### config.mk
export PLATFORM = sky130hd
export DESIGN_NAME = hazard_ctrl_unit_flat
export DESIGN_NICKNAME = d
export VERILOG_FILES = /design/src/rtl/hazard_ctrl_if.sv /design/src/rtl/hazard_ctrl_unit.sv /design/src/flat_wrapper.sv
export SDC_FILE = /design/constraint.sdc
export NUM_CORES = 1
export LEC_CHECK = 0
export CAP_MARGIN = 30
export CORE_AREA = 2 2 65 67
export DETAILED_ROUTE_END_ITERATION = 8
export DIE_AREA = 0 0 67 69
export DONT_BUFFER_PORTS = 1
export MAX_ROUTING_LAYER = met4
export PLACE_DENSITY = 0.69
export SLEW_MARGIN = 20
export SYNTH_ARGS = -nofsm -noshare
export SYNTH_HDL_FRONTEND = slang
export SYNTH_SLANG_ARGS = --single-unit
### constraint.sdc
create_clock -name clk -period 4.6 [get_ports clk]
set_input_delay 0.92 -clock clk [delete_from_list [all_inputs] [get_ports clk]]
set_output_delay 0.92 -clock clk [all_outputs]
set_load 0.005 [all_outputs]
### src/rtl/hazard_ctrl_if.sv
// hazard_ctrl_if: datapath <-> hazard controller bundle.
// master = datapath (drives decode operand info and M/W taps, receives forward selects,
// stall/flush controls, FSM state and event counters); slave = hazard_ctrl_unit.
interface hazard_ctrl_if #(
  parameter int RA_W = 3,
  parameter int CNT_W = 16
);
  logic [RA_W-1:0] src1_d;
  logic src1_used_d;
  logic [RA_W-1:0] src2_d;
  logic src2_used_d;
  logic [RA_W-1:0] dst_d;
  logic wr_d;
  logic load_d;
  logic jump_d;
  logic branch_taken_e;
  logic [RA_W-1:0] wb2;
  logic wr_m;
  logic [RA_W-1:0] wb3;
  logic wr_w;
  logic [1:0] forward_a;
  logic [1:0] forward_b;
  logic stall;
  logic flush_d;
  logic flush_e;
  logic [1:0] pipe_state;
  logic [CNT_W-1:0] stall_count;
  logic [CNT_W-1:0] flush_count;
  modport master (
    output src1_d, src1_used_d, src2_d, src2_used_d, dst_d, wr_d, load_d, jump_d,
           branch_taken_e, wb2, wr_m, wb3, wr_w,
    input  forward_a, forward_b, stall, flush_d, flush_e, pipe_state, stall_count, flush_count
  );
  modport slave (
    input  src1_d, src1_used_d, src2_d, src2_used_d, dst_d, wr_d, load_d, jump_d,
           branch_taken_e, wb2, wr_m, wb3, wr_w,
    output forward_a, forward_b, stall, flush_d, flush_e, pipe_state, stall_count, flush_count
  );
endinterface

### src/rtl/hazard_ctrl_unit.sv
// hazard_ctrl_unit: RAW stall, forwarding and branch/jump squash control for a 5-stage pipe.
// Ports: clk, rst (sync, active-high), hc (hazard_ctrl_if.slave): D-stage operands,
// M/W destination taps in; forward_a/b, stall, flush_d/e, pipe_state, saturating counters out.
module hazard_ctrl_unit #(
  parameter int RA_W = 3,
  parameter int CNT_W = 16,
  parameter bit R0_ZERO = 1'b1
) (
  input logic clk,
  input logic rst,
  hazard_ctrl_if.slave hc
);
  localparam logic [1:0] RUN = 2'b00;
  localparam logic [1:0] STALL = 2'b01;
  localparam logic [1:0] FLUSH = 2'b10;
  logic [RA_W-1:0] e_dst;
  logic e_wr, e_load, m_load;
  logic [1:0] state;
  logic [CNT_W-1:0] stall_cnt, flush_cnt;
  logic haz1, haz2, stall, jump_sq, flush_ev;
  function automatic logic match(input logic [RA_W-1:0] s, input logic u,
                                 input logic [RA_W-1:0] r, input logic w);
    return u & w & (s == r) & !(R0_ZERO && s == '0);
  endfunction
  // Load data is only usable from W, so an M-stage load never forwards from M.
  function automatic logic [1:0] fwd(input logic [RA_W-1:0] s, input logic u);
    return (match(s, u, hc.wb2, hc.wr_m) & !m_load) ? 2'b01 :
           match(s, u, hc.wb3, hc.wr_w) ? 2'b10 : 2'b00;
  endfunction
  // E producer always costs a cycle; a load still in M costs its second cycle.
  assign haz1 = match(hc.src1_d, hc.src1_used_d, e_dst, e_wr) |
                match(hc.src1_d, hc.src1_used_d, hc.wb2, hc.wr_m & m_load);
  assign haz2 = match(hc.src2_d, hc.src2_used_d, e_dst, e_wr) |
                match(hc.src2_d, hc.src2_used_d, hc.wb2, hc.wr_m & m_load);
  assign stall = (haz1 | haz2) & !hc.branch_taken_e;
  assign jump_sq = hc.jump_d & !stall;
  assign flush_ev = hc.branch_taken_e | jump_sq;
  assign hc.stall = stall;
  assign hc.flush_e = stall | hc.branch_taken_e;
  assign hc.flush_d = flush_ev;
  assign hc.forward_a = fwd(hc.src1_d, hc.src1_used_d);
  assign hc.forward_b = fwd(hc.src2_d, hc.src2_used_d);
  assign hc.pipe_state = state;
  assign hc.stall_count = stall_cnt;
  assign hc.flush_count = flush_cnt;
  always_ff @(posedge clk) begin
    if (rst) begin
      e_dst <= '0;
      e_wr <= 1'b0;
      e_load <= 1'b0;
      m_load <= 1'b0;
      state <= RUN;
      stall_cnt <= '0;
      flush_cnt <= '0;
    end else begin
      e_dst <= hc.flush_e ? '0 : hc.dst_d;
      e_wr <= hc.flush_e ? 1'b0 : hc.wr_d;
      e_load <= hc.flush_e ? 1'b0 : hc.load_d;
      m_load <= e_load;
      state <= flush_ev ? FLUSH : stall ? STALL : RUN;
      stall_cnt <= (stall && stall_cnt != '1) ? stall_cnt + CNT_W'(1) : stall_cnt;
      flush_cnt <= (flush_ev && flush_cnt != '1) ? flush_cnt + CNT_W'(1) : flush_cnt;
    end
  end
endmodule
### src/flat_wrapper.sv
// flat-port wrapper written by rule: the top's interface ports become plain ports
module hazard_ctrl_unit_flat 
#(
  parameter int RA_W = 3,
  parameter int CNT_W = 16,
  parameter bit R0_ZERO = 1'b1
)
  (clk, rst, hc_src1_d, hc_src1_used_d, hc_src2_d, hc_src2_used_d, hc_dst_d, hc_wr_d, hc_load_d, hc_jump_d, hc_branch_taken_e, hc_wb2, hc_wr_m, hc_wb3, hc_wr_w, hc_forward_a, hc_forward_b, hc_stall, hc_flush_d, hc_flush_e, hc_pipe_state, hc_stall_count, hc_flush_count);
  hazard_ctrl_if #(.RA_W(RA_W), .CNT_W(CNT_W)) hc_i ();
  input logic clk;
  input logic rst;
  input wire logic [$bits(hc_i.src1_d)-1:0] hc_src1_d;
  input wire logic [$bits(hc_i.src1_used_d)-1:0] hc_src1_used_d;
  input wire logic [$bits(hc_i.src2_d)-1:0] hc_src2_d;
  input wire logic [$bits(hc_i.src2_used_d)-1:0] hc_src2_used_d;
  input wire logic [$bits(hc_i.dst_d)-1:0] hc_dst_d;
  input wire logic [$bits(hc_i.wr_d)-1:0] hc_wr_d;
  input wire logic [$bits(hc_i.load_d)-1:0] hc_load_d;
  input wire logic [$bits(hc_i.jump_d)-1:0] hc_jump_d;
  input wire logic [$bits(hc_i.branch_taken_e)-1:0] hc_branch_taken_e;
  input wire logic [$bits(hc_i.wb2)-1:0] hc_wb2;
  input wire logic [$bits(hc_i.wr_m)-1:0] hc_wr_m;
  input wire logic [$bits(hc_i.wb3)-1:0] hc_wb3;
  input wire logic [$bits(hc_i.wr_w)-1:0] hc_wr_w;
  output wire logic [$bits(hc_i.forward_a)-1:0] hc_forward_a;
  output wire logic [$bits(hc_i.forward_b)-1:0] hc_forward_b;
  output wire logic [$bits(hc_i.stall)-1:0] hc_stall;
  output wire logic [$bits(hc_i.flush_d)-1:0] hc_flush_d;
  output wire logic [$bits(hc_i.flush_e)-1:0] hc_flush_e;
  output wire logic [$bits(hc_i.pipe_state)-1:0] hc_pipe_state;
  output wire logic [$bits(hc_i.stall_count)-1:0] hc_stall_count;
  output wire logic [$bits(hc_i.flush_count)-1:0] hc_flush_count;
  assign hc_i.src1_d = hc_src1_d;
  assign hc_i.src1_used_d = hc_src1_used_d;
  assign hc_i.src2_d = hc_src2_d;
  assign hc_i.src2_used_d = hc_src2_used_d;
  assign hc_i.dst_d = hc_dst_d;
  assign hc_i.wr_d = hc_wr_d;
  assign hc_i.load_d = hc_load_d;
  assign hc_i.jump_d = hc_jump_d;
  assign hc_i.branch_taken_e = hc_branch_taken_e;
  assign hc_i.wb2 = hc_wb2;
  assign hc_i.wr_m = hc_wr_m;
  assign hc_i.wb3 = hc_wb3;
  assign hc_i.wr_w = hc_wr_w;
  assign hc_forward_a = hc_i.forward_a;
  assign hc_forward_b = hc_i.forward_b;
  assign hc_stall = hc_i.stall;
  assign hc_flush_d = hc_i.flush_d;
  assign hc_flush_e = hc_i.flush_e;
  assign hc_pipe_state = hc_i.pipe_state;
  assign hc_stall_count = hc_i.stall_count;
  assign hc_flush_count = hc_i.flush_count;
  hazard_ctrl_unit #(.RA_W(RA_W), .CNT_W(CNT_W), .R0_ZERO(R0_ZERO)) u_core (.clk(clk), .rst(rst), .hc(hc_i));
endmodule
# Word level (Yosys, flattened, before mapping)
# Index checks and enable logic that the tools add are counted.
# totals
ff_bits	40
in_bits	25
word_cells	69
out_inout_bits	41
# classes
reduce_logical	11
mux	6
n_eq_ne	8
add_sub_neg	2
bitwise_logic	34
# op_table
cell	n
16-bit by 1-bit adder with 16-bit output, second input constant	2
16-bit inequality test, second input constant	2
1-bit AND	29
3-bit equality test	6
2-bit two-way mux	5
3-bit logical NOT	2
1-bit logical NOT	5
1-bit OR	5
2-bit OR reduction	2
1-bit logical AND	2
1-bit two-way mux	1

# Longest topological paths before layout
# depth
depth_word	11
mapped_depth	10

# Worst setup path after synthesis
# OpenSTA, ideal clock, no wires.
# synth_timing
path_type	in2out
startpoint	input hc_src1_d[1]
endpoint	output hc_flush_d
arrival_time_ns	2.339
slack_ns	1.341
path_stages	7
t_required_ns	3.680
n_path_buf	1
path_cell_list	buf_2 > or3b_1 > a211oi_2 > o211ai_2 > a21oi_4 > o31a_1 > inv_1
# synth_via
elab_chain_cells	9
word_cells_on_any_way	14
cone_classes	eq/ne: 2; bitwise: 9; reduce/logical: 3
# synth_rtl
element	line	text
from (decl)	flat_wrapper.sv:12	input wire logic [$bits(hc_i.src1_d)-1:0] hc_src1_d;
3-bit equality test / 3-bit logical NOT (equally long branches)	hazard_ctrl_unit.sv:23	return u & w & (s == r) & !(R0_ZERO && s == '0);
1-bit AND / 1-bit logical NOT (equally long branches)	hazard_ctrl_unit.sv:23	
1-bit AND	hazard_ctrl_unit.sv:23	
1-bit OR *	hazard_ctrl_unit.sv:31	assign haz1 = match(hc.src1_d, hc.src1_used_d, e_dst, e_wr) |
1-bit OR *	hazard_ctrl_unit.sv:35	assign stall = (haz1 | haz2) & !hc.branch_taken_e;
1-bit AND *	hazard_ctrl_unit.sv:35	
1-bit logical NOT *	hazard_ctrl_unit.sv:36	assign jump_sq = hc.jump_d & !stall;
1-bit AND *	hazard_ctrl_unit.sv:36	
1-bit OR *	hazard_ctrl_unit.sv:37	assign flush_ev = hc.branch_taken_e | jump_sq;
to (decl)	flat_wrapper.sv:28	output wire logic [$bits(hc_i.flush_d)-1:0] hc_flush_d;
# Every way passes the cells marked *; elsewhere a longest branch is shown, timed or not.

# Worst setup path after layout
# layout_timing
startpoint	input hc_wb2[1]
endpoint	output hc_flush_d
# layout_via
elab_chain_cells	9
word_cells_on_any_way	13
cone_classes	eq/ne: 2; bitwise: 10; reduce/logical: 1
# layout_rtl
element	line	text
from (decl)	flat_wrapper.sv:21	input wire logic [$bits(hc_i.wb2)-1:0] hc_wb2;
3-bit equality test	hazard_ctrl_unit.sv:23	
1-bit AND (2 in a row)	hazard_ctrl_unit.sv:23	
1-bit OR, on equally long branches	hazard_ctrl_unit.sv:31, hazard_ctrl_unit.sv:33	
1-bit OR *	hazard_ctrl_unit.sv:35	
1-bit AND *	hazard_ctrl_unit.sv:35	
1-bit logical NOT *	hazard_ctrl_unit.sv:36	
1-bit AND *	hazard_ctrl_unit.sv:36	
1-bit OR *	hazard_ctrl_unit.sv:37	
# Marks and branches as above.

==> flow_metrics.py <==
metrics = {
    "layout": {
        "layout.nets": 274,
        "area_delta_synth_final_pct": 4.39,
        "drive_above_1_share_pct": 4.44,
        "n_antenna_cell": 0,
        "layoutNonFillerInstCount": 298,
    },
    "synthesis": {
        "ys_seq_elements": 40,
        "synth_edf_count": 0,
        "synthCells": 252,
        "syn_area_per_cell_um2": 8.36,
        "ys_warn_count": 0,
        "ys.flop_type": "dfxtp_1",
        "synthesis.area_mm2": 0.00211,
        "synth_nets": 279,
        "synthArstFlopShare_pct": 0,
        "synth.yosys.seq_area_share_pct": 38.0,
        "yosys.cell_types.count": 44,
    },
    "die": {
        "core_area_mm2": 0.00391,
        "die_w_um": 67,
        "chipHeight_um": 69,
        "initial_utilization_pct": 53.8,
        "pin_count": 66,
        "fp-row-count": 23,
        "dieArea_mm2": 0.00462,
    },
    "route": {
        "drc": 0,
        "drt_pass1_iterations": 4,
        "viasPerCell": 6.15,
        "dr.first_iter.drc_count": 88,
        "antenna_left": 0,
        "wirelength_um": 4420,
        "wl_per_cell_um": 14.8,
        "via_count": 1834,
    },
    "cts": {
        "postCtsSetupBuffers": 0,
        "insertion_delay_ps": 280,
        "cts_buffers": 5,
        "cts_buffer_depth": 2,
        "root_buffer": "clkbuf_8",
        "cts.sinks": 40,
        "cts_resized": 0,
        "htree_levels": 2,
        "cts.hold.buffers_added": 0,
        "cts_tree": "yes",
        "clkSlewWorstSetupHoldPaths_ps": 60,
    },
    "outcome": {
        "status": "finished, final reports clean",
    },
    "global_routing": {
        "grt_first_pass_wirelength_um": 7450,
        "grt_overflow": 0,
        "track_usage_pct": 20.7,
        "antenna_found_initial": 0,
        "first_global_vias": 1730,
        "grt_max_degree": 37,
    },
    "sta": {
        "fmax_ghz": 0.305,
        "tightest_slew_ps": 792,
        "hold_viol": 0,
        "drv_slew": 0,
        "rsz0062_at_grt": "no",
        "slew_headroom_pct": 47.2,
        "period_needed_ps": 3270,
        "fin_skew_ps": 8.17,
        "setup_viol": 0,
        "tns_ps": 0,
        "timing.final.crit_share_pct": 71.2,
    },
    "pwr": {
        "p_leak_nw": 0.683,
        "irDropWorstVdd_v": 0.000187,
        "p_per_area_mw_per_mm2": 286,
    },
    "worst_setup_path": {
        "max_stage_delay_ps": 360,
        "crit_path_start_kind": "primary input",
        "r2r_start": "u_core.e_dst[1]",
        "cp_top_family": "compound AO/OA/AOI/OAI gates",
        "r2r_end": "u_core.hc.stall_count[12]",
        "endpoint_kind": "output port",
        "crit_arrival_ps": 2350,
        "cp_slowest_cell": "or3b_1",
        "path_class": "in -> out",
        "cp_data_required_time_ps": 3680,
        "path_buf_inv": 1,
        "crit_chain": "or3b_1, a211oi_1, o211ai_1, a21oi_4, o31a_1, inv_1",
        "r2r_slack_ps": 2250,
        "critPathMaxFanout": 9,
        "reg2reg_depth": 6,
    },
    "placement": {
        "dp_hpwl_um": 3240,
        "dp_cells": 290,
        "gp_congestion": 0.776,
        "numPortBuffers": 0,
    },
    "hold_path": {
        "min_path_type": "reg -> reg",
        "holdPathEnd": "u_core.m_load",
        "worstHoldPathCells": 1,
        "min-delay-start": "u_core.e_load",
    },
    "job": {
        "maxCapViolations": 0,
    },
}
## final cells by class
cell class / instances / area [um^2]
Inverter: 5 / 18.8
Tap cell: 50 / 62.6
Fill cell: 380 / 1710
Clock buffer: 8 / 90.1
Sequential cell: 40 / 801
Multi-Input combinational cell: 195 / 1230
## cell families after synthesis
group	synth area share, %
AOI/OAI and AO/OA	19.5
xor gates and xnor gates	9.14
adders and majority gates	1.19
buffers and inverters	3.74
DFF	38.0
muxes	0.950
and+or+nand+nor	27.4
## sequential cells by signal, indices dropped and copies added (netlist names)
register,cells
u_core.e_wr,1
u_core.e_load,1
u_core.hc.stall_count,16
u_core.hc.flush_count,16
u_core.e_dst,3
u_core.hc.pipe_state,2
u_core.m_load,1
## Yosys cell counts, types with 3 or more instances
cell	instances	area share, %
buf_2	3	0.71
and4_1	3	1.2
clkbuf_1	6	1.1
o21ai_0	11	2.6
nand4_1	9	2.7
and3_1	7	2.1
inv_1	5	0.89
nor2_1	18	3.2
or3_1	14	4.2
and2_1	6	1.8
nand2_1	19	3.4
nand3_1	10	2.4
xor2_1	6	2.5
o211ai_1	5	1.8
dfxtp_1	40	38
a21oi_1	24	5.7
o21ai_1	3	0.71
xnor2_1	16	6.7
or4_1	7	2.5
nor3_1	3	0.71
o31ai_1	9	3.2
## worst max-delay path by stage
stage | start | endpoint | slack, ps | depth (start not counted)
CTS | hc_wb2[1] | hc_flush_d | 1330 | 6
floorplan | hc_src1_d[1] | hc_flush_d | 1340 | 7
global placement | hc_wb2[1] | hc_flush_d | 1350 | 6
global route | hc_wb2[1] | hc_flush_d | 1210 | 6
finish | hc_wb2[1] | hc_flush_d | 1330 | 6
detailed placement | hc_wb2[1] | hc_flush_d | 1330 | 6
## layout by cell type, fill, tap and decap left out, types with 2 or more instances in the layout
| cell type | Yosys | routed |
|---|---|---|
| nor2_1 | 18 | 18 |
| nor3_1 | 3 | 3 |
| nand4_1 | 9 | 9 |
| nand3b_1 | 2 | 2 |
| xor2_1 | 6 | 6 |
| clkbuf_8 | 0 | 6 |
| xnor2_1 | 16 | 16 |
| o21ai_1 | 3 | 3 |
| and3_1 | 7 | 7 |
| inv_1 | 5 | 5 |
| o211ai_1 | 5 | 5 |
| and4_1 | 3 | 3 |
| nand3_1 | 10 | 10 |
| ha_1 | 2 | 2 |
| or3_1 | 14 | 14 |
| a21oi_1 | 24 | 24 |
| nand2_1 | 19 | 19 |
| and2_1 | 6 | 6 |
| or3b_1 | 2 | 2 |
| o21ai_0 | 11 | 11 |
| o31a_1 | 2 | 2 |
| o31ai_1 | 9 | 9 |
| mux2i_1 | 2 | 2 |
| clkbuf_1 | 6 | 2 |
| dfxtp_1 | 40 | 40 |
| or4_1 | 7 | 7 |
## where the power goes
group | internal (mW) | leakage, nW | switching, mW
logic | 0.0190 | 0.314 | 0.0185
clock network | 0.122 | 0.0455 | 0.111
registers | 0.352 | 0.324 | 0.00541
## layer usage
metal,vias to the layer above,global-route usage (%),wire length (um)
met5,-,-,0
met4,0,5.22,51
met3,7,7.34,319
met2,58,32.6,2070
met1,851,24.9,1980
li1,918,-,-
## through the flow
| step | power [mW] | utilization (%) | cell area (um^2) | hold WS, ps | worst slack [ps] |
|---|---|---|---|---|---|
| 3_5_place_dp | 0.403 | 53.9 | 2110 | 445 | 1330 |
| 6_report | 0.628 | 56.2 | 2200 | 451 | 1330 |
| 2_1_floorplan | 0.403 | - | 2110 | 414 | 1340 |
| 5_1_grt | 0.660 | 56.2 | 2200 | 477 | 1210 |
| 3_3_place_gp | 0.402 | 53.9 | 2110 | 419 | 1350 |
| 4_1_cts | 0.636 | 56.2 | 2200 | 454 | 1330 |
No activity file was read; power rests on OpenSTA's default activity.
